==> config.mk <==
export PLATFORM = sky130hd
export DESIGN_NAME = reg_share_arbiter
export DESIGN_NICKNAME = d
export VERILOG_FILES = /design/src/rtl/arb_pkg.sv /design/src/rtl/rr_pick.sv /design/src/rtl/reg_share_arbiter.sv
export SDC_FILE = /design/constraint.sdc
export NUM_CORES = 1
export LEC_CHECK = 0
export ABC_AREA = 1
export BUFFER_PORTS_ARGS = -buffer_cell sky130_fd_sc_hd__buf_2
export CORE_MARGIN = 5
export CORE_UTILIZATION = 40
export DETAILED_ROUTE_END_ITERATION = 8
export PLACE_DENSITY = 0.68
export SETUP_SLACK_MARGIN = 0.1
export SLEW_MARGIN = 20
export SYNTH_ARGS = -nofsm -noshare
export SYNTH_HDL_FRONTEND = slang
export SYNTH_SLANG_ARGS = --single-unit
==> constraint.sdc <==
create_clock -name clk -period 2.2 [get_ports clk]
set_input_delay 0.11 -clock clk [delete_from_list [all_inputs] [get_ports clk]]
set_output_delay 0.11 -clock clk [all_outputs]
set_load 0.005 [all_outputs]
==> src/rtl/arb_pkg.sv <==
// Shared types and constants for the register-sharing round-robin arbiter.
// State encodings, default sizing, and the hold-counter width helper.
package arb_pkg;

    typedef enum logic {
        ST_IDLE = 1'b0,
        ST_OWN  = 1'b1
    } state_t;

    localparam int DEF_N        = 4;
    localparam int DEF_W        = 8;
    localparam int DEF_HOLD_MAX = 15;

    // Width that can count from 0 up to max_val inclusive.
    function automatic int cnt_w(input int max_val);
        return (max_val < 1) ? 1 : $clog2(max_val + 1);
    endfunction

    localparam int HOLD_CNT_W = cnt_w(DEF_HOLD_MAX);

endpackage

==> src/rtl/rr_pick.sv <==
// Rotating-priority selector: first set req bit at or after ptr, searching upward mod N.
// Latency: purely combinational.
// Backpressure: none; pick is advisory and consumed only by the owning FSM.
module rr_pick #(
    parameter int N  = 4,
    parameter int PW = (N > 1) ? $clog2(N) : 1
) (
    input  logic [N-1:0]  req,
    input  logic [PW-1:0] ptr,
    output logic [N-1:0]  pick,
    output logic          vld
);

    logic [PW:0]   sum;
    logic [PW-1:0] idx;

    always_comb begin
        pick = '0;
        vld  = 1'b0;
        sum  = '0;
        idx  = '0;
        for (int k = 0; k < N; k++) begin
            sum = {1'b0, ptr} + (PW+1)'(k);
            if (sum >= (PW+1)'(N))
                sum = sum - (PW+1)'(N);
            idx = sum[PW-1:0];
            if (!vld && req[idx]) begin
                pick[idx] = 1'b1;
                vld       = 1'b1;
            end
        end
    end

endmodule

==> src/rtl/reg_share_arbiter.sv <==
// Round-robin owner of a shared W-bit register; optional eviction under ARB_TIMEOUT_EN.
// Latency: grant one edge after req, write lands one edge after wr, wr_ack the cycle after.
// Backpressure: non-owners simply wait in req; each release inserts one IDLE cycle.
module reg_share_arbiter
    import arb_pkg::*;
#(
    parameter int N        = DEF_N,
    parameter int W        = DEF_W,
    parameter int HOLD_MAX = DEF_HOLD_MAX
) (
    input  logic           clk,
    input  logic           res,
    input  logic [N-1:0]   req,
    input  logic [N-1:0]   wr,
    input  logic [N*W-1:0] din,
    output logic [N-1:0]   gnt,
    output logic [W-1:0]   q,
    output logic           busy,
    output logic           wr_ack
);

    localparam int PW = (N > 1) ? $clog2(N) : 1;

    state_t        state;
    logic [PW-1:0] owner;
    logic [PW-1:0] ptr;
    logic [PW-1:0] ptr_nxt;
    logic [N-1:0]  pick;
    logic          pick_vld;
    logic [PW-1:0] pick_idx;
    logic          load_en;
    logic          timeout;
    logic [W-1:0]  din_arr [N];

    for (genvar g = 0; g < N; g++) begin : g_slice
        assign din_arr[g] = din[g*W +: W];
    end

    rr_pick #(.N(N), .PW(PW)) u_pick (
        .req  (req),
        .ptr  (ptr),
        .pick (pick),
        .vld  (pick_vld)
    );

    always_comb begin
        pick_idx = '0;
        for (int i = 0; i < N; i++)
            if (pick[i])
                pick_idx = PW'(i);
    end

    assign ptr_nxt = (owner == PW'(N-1)) ? '0 : owner + 1'b1;
    assign load_en = (state == ST_OWN) && wr[owner];
    assign busy    = |gnt;

`ifdef ARB_TIMEOUT_EN
    localparam int HW = cnt_w(HOLD_MAX);
    logic [HW-1:0] hold_cnt;

    // Counts owned cycles; timeout fires on the edge closing the HOLD_MAX-th one.
    always_ff @(posedge clk) begin
        if (!res || state != ST_OWN)
            hold_cnt <= '0;
        else
            hold_cnt <= hold_cnt + 1'b1;
    end

    assign timeout = (state == ST_OWN) && (hold_cnt == HW'(HOLD_MAX - 1));
`else
    // Without the timeout build an owner keeps the grant for as long as it requests.
    assign timeout = (HOLD_MAX < 0);
`endif

    always_ff @(posedge clk) begin
        if (!res) begin
            state  <= ST_IDLE;
            gnt    <= '0;
            owner  <= '0;
            ptr    <= '0;
            wr_ack <= 1'b0;
        end else begin
            wr_ack <= load_en;
            case (state)
                ST_IDLE: begin
                    if (pick_vld) begin
                        state <= ST_OWN;
                        gnt   <= pick;
                        owner <= pick_idx;
                    end
                end
                ST_OWN: begin
                    if (!req[owner] || timeout) begin
                        state <= ST_IDLE;
                        gnt   <= '0;
                        ptr   <= ptr_nxt;
                    end
                end
                default: begin
                    state <= ST_IDLE;
                    gnt   <= '0;
                end
            endcase
        end
    end

    // The shared bank: only the current owner's strobe can load it.
    always_ff @(posedge clk) begin
        if (!res)
            q <= '0;
        else if (load_en)
            q <= din_arr[owner];
    end

endmodule
==> run summary <==
P_leak = 0.908 nW
R2R Setup Slk = 360 ps
relative slew slack = 0.688
CTS Buf Count = 3
diode count = 0
FMAX = 545 MHz
# IOs = 56
DRC Markers = 0
Mapped Cells = 216
core box area = 3340 um^2
critical-path cell list = inv_2, ha_1, inv_1, nand3_1, nand2_2, nand2_4, nor3b_2, nand2_1, nand2_1, nor2_1, nor2_1, nor2_1
Slowest Stage Delay on Critical Path = 430 ps
commonest non-fill, non-tap cell in the layout = buf_2
antenna viol nets, final = 0
area delta synth->final = 26.9%
setup TNS after final layout = 0 ps
clk sink count = 18
Total Routing Usage GR = 0.160
CP Capture Type = flop
Slew @ Worst Pin = 468 ps
vias in the first global route = 1388
area of the multi-input gates = 916 um^2
Yosys warnings = 0
Initial Util = 0.413
RSZ-0062 raised after global routing = false
outcome = completed
Hold WC Path Type = input port to flop
Setup Skew = 5.57 ps
Yosys cell types = 27
fillers = 375
Tmin final = 1840 ps
most used cell, CP = nor2_1
clk_lat worst skew = 290 ps
CTS tree = built
DRT Wirelength = 3560 um
Synth top area share = 0.261
Seq cells post-synth = 18
Worst Path Max Fanout = 9
Setup CP Type = flop to flop
# setup viols final = 0
Synth Cell Area = 1380 um^2
CTS Buffer Depth = 2
ratio of cells with drive above 1 in the final layout = 0.321
max_cap viols = 0
Slowest cell on crit path = dfxtp_2
syn avg cell area = 6.38 um^2
dpl cells = 316
worst path required time = 2390 ps
antenna violations before repair = 0
final hold violation count = 0
most frequent cells in the layout = 55 x buf_2, 48 x nor2_1, 39 x nand2_1
Pwr Density = 1240 nW/um^2
via/cell ratio = 4.76
Resized cells post-CTS = 0
die area = 4720 um^2
die extent in y = 68.7 um
final period utilization = 0.835
number of port buffers = 55
FP Rows = 21
CTS root buf = clkbuf_4
First-pass DRT Iterations = 4
crit path launch type = flop
Reg area = 362 um^2
post-synthesis sequential area ratio = 0.261
die width = 68.7 um
fin nets = 324
Syn Nets = 265
pins over their slew limit = 0
total gr overflow = 0
Max H-tree Level = 1
Cell Count, Final, Fillers Out = 320
Post-CTS Setup Inserts = 0
largest net degree at the start of global routing = 25
Peak supply drop = 0.000594 V
Placer Congestion = 0.874
first-pass GRT wire length = 5900 um
clk slew on worst S/H paths = 100 ps
# hold bufs at CTS = 0
drt first-iter violations = 73
Yosys top cell by area = dfxtp_1
CP arrival = 2030 ps
via count = 1523
WL/cell = 11.1 um
Final HPWL DP = 2860 um
ranking of synthesized cells by area = dfxtp_1 26%, nor2_1 13%, nand2_1 11%
## metrics by stage
step / area (um^2) / setup slack (ps) / power, W / hold WS (ps) / util
4_1_cts: 1750 / 263 / 0.00219 / 115 / 0.524
3_5_place_dp: 1710 / 271 / 0.00198 / 432 / 0.513
5_1_grt: 1750 / 196 / 0.00243 / 112 / 0.524
2_1_floorplan: 1380 / 357 / 0.00161 / 248 / -
3_3_place_gp: 1710 / 333 / 0.00198 / 424 / 0.513
6_report: 1750 / 364 / 0.00217 / 121 / 0.524
## synthesized netlist by cell type
master and number:
clkinv_2 1, o21ai_0 27, nand2_4 3, a21oi_1 7, nand4_1 1, ha_1 7, nor3b_2 1, nand3_2 4
nand2_2 6, o21ai_1 5, clkbuf_1 3, or4_1 1, inv_2 3, nor2_1 48, nor2_2 1, nand2_1 39
inv_1 13, dfxtp_1 18, nor3_4 1, a21oi_2 1, clkbuf_8 1, nand3_1 11, nor3_1 2, buf_4 1
a31oi_1 8, buf_2 1, nor2_4 2
## per-layer routing
layer	track usage	vias up	share of wire
met5	0	-	0
met4	0.0292	0	0.0065
met3	0.0340	2	0.059
met2	0.259	44	0.46
met1	0.219	649	0.47
li1	-	828	-
## final cells by class
type,instances,share of cell area
multi-input combinational,175,0.524
sequential,18,0.207
timing repair buffer,60,0.179
inverter,17,0.0372
tap,46,0.0329
clock buffer,4,0.0207
## power by group
part / switching [W] / internal (W) / leakage, nW
clock network: 0.000100 / 0.000101 / 0.0210
registers: 0.0000928 / 0.000448 / 0.148
logic: 0.000895 / 0.000535 / 0.739
total: 0.00109 / 0.00108 / 0.908
## sequential cells by signal (all words and copies together), names as in the netlist
register / count
gnt: 4
owner: 2
ptr: 2
q: 8
wr_ack: 1
state: 1
## path summary, 6_finish.rpt
| check | start | endpoint | cells after the start |
|---|---|---|---|
| max | ptr[0] | owner[0] | 12 |
| min | din[24] | q[0] | 3 |
| max reg2reg | ptr[0] | owner[0] | 12 |
| min reg2reg | gnt[1] | gnt[1] | 2 |
## logic make-up after synthesis
kind of cell,synth area share
buffers and inverters,0.0744
AO/OA/AOI/OAI,0.184
adder cells (fa/ha/maj),0.0635
flip-flops,0.261
AND/OR/NAND/NOR,0.417
## critical path: cells and delay by family (launching register included)
family	cells	cell delay (ps)
and+or+nand+nor	9	820
adders and majority gates	1	330
buffers and inverters	2	150
DFF	1	430
Power figures use the tool's default switching activity.
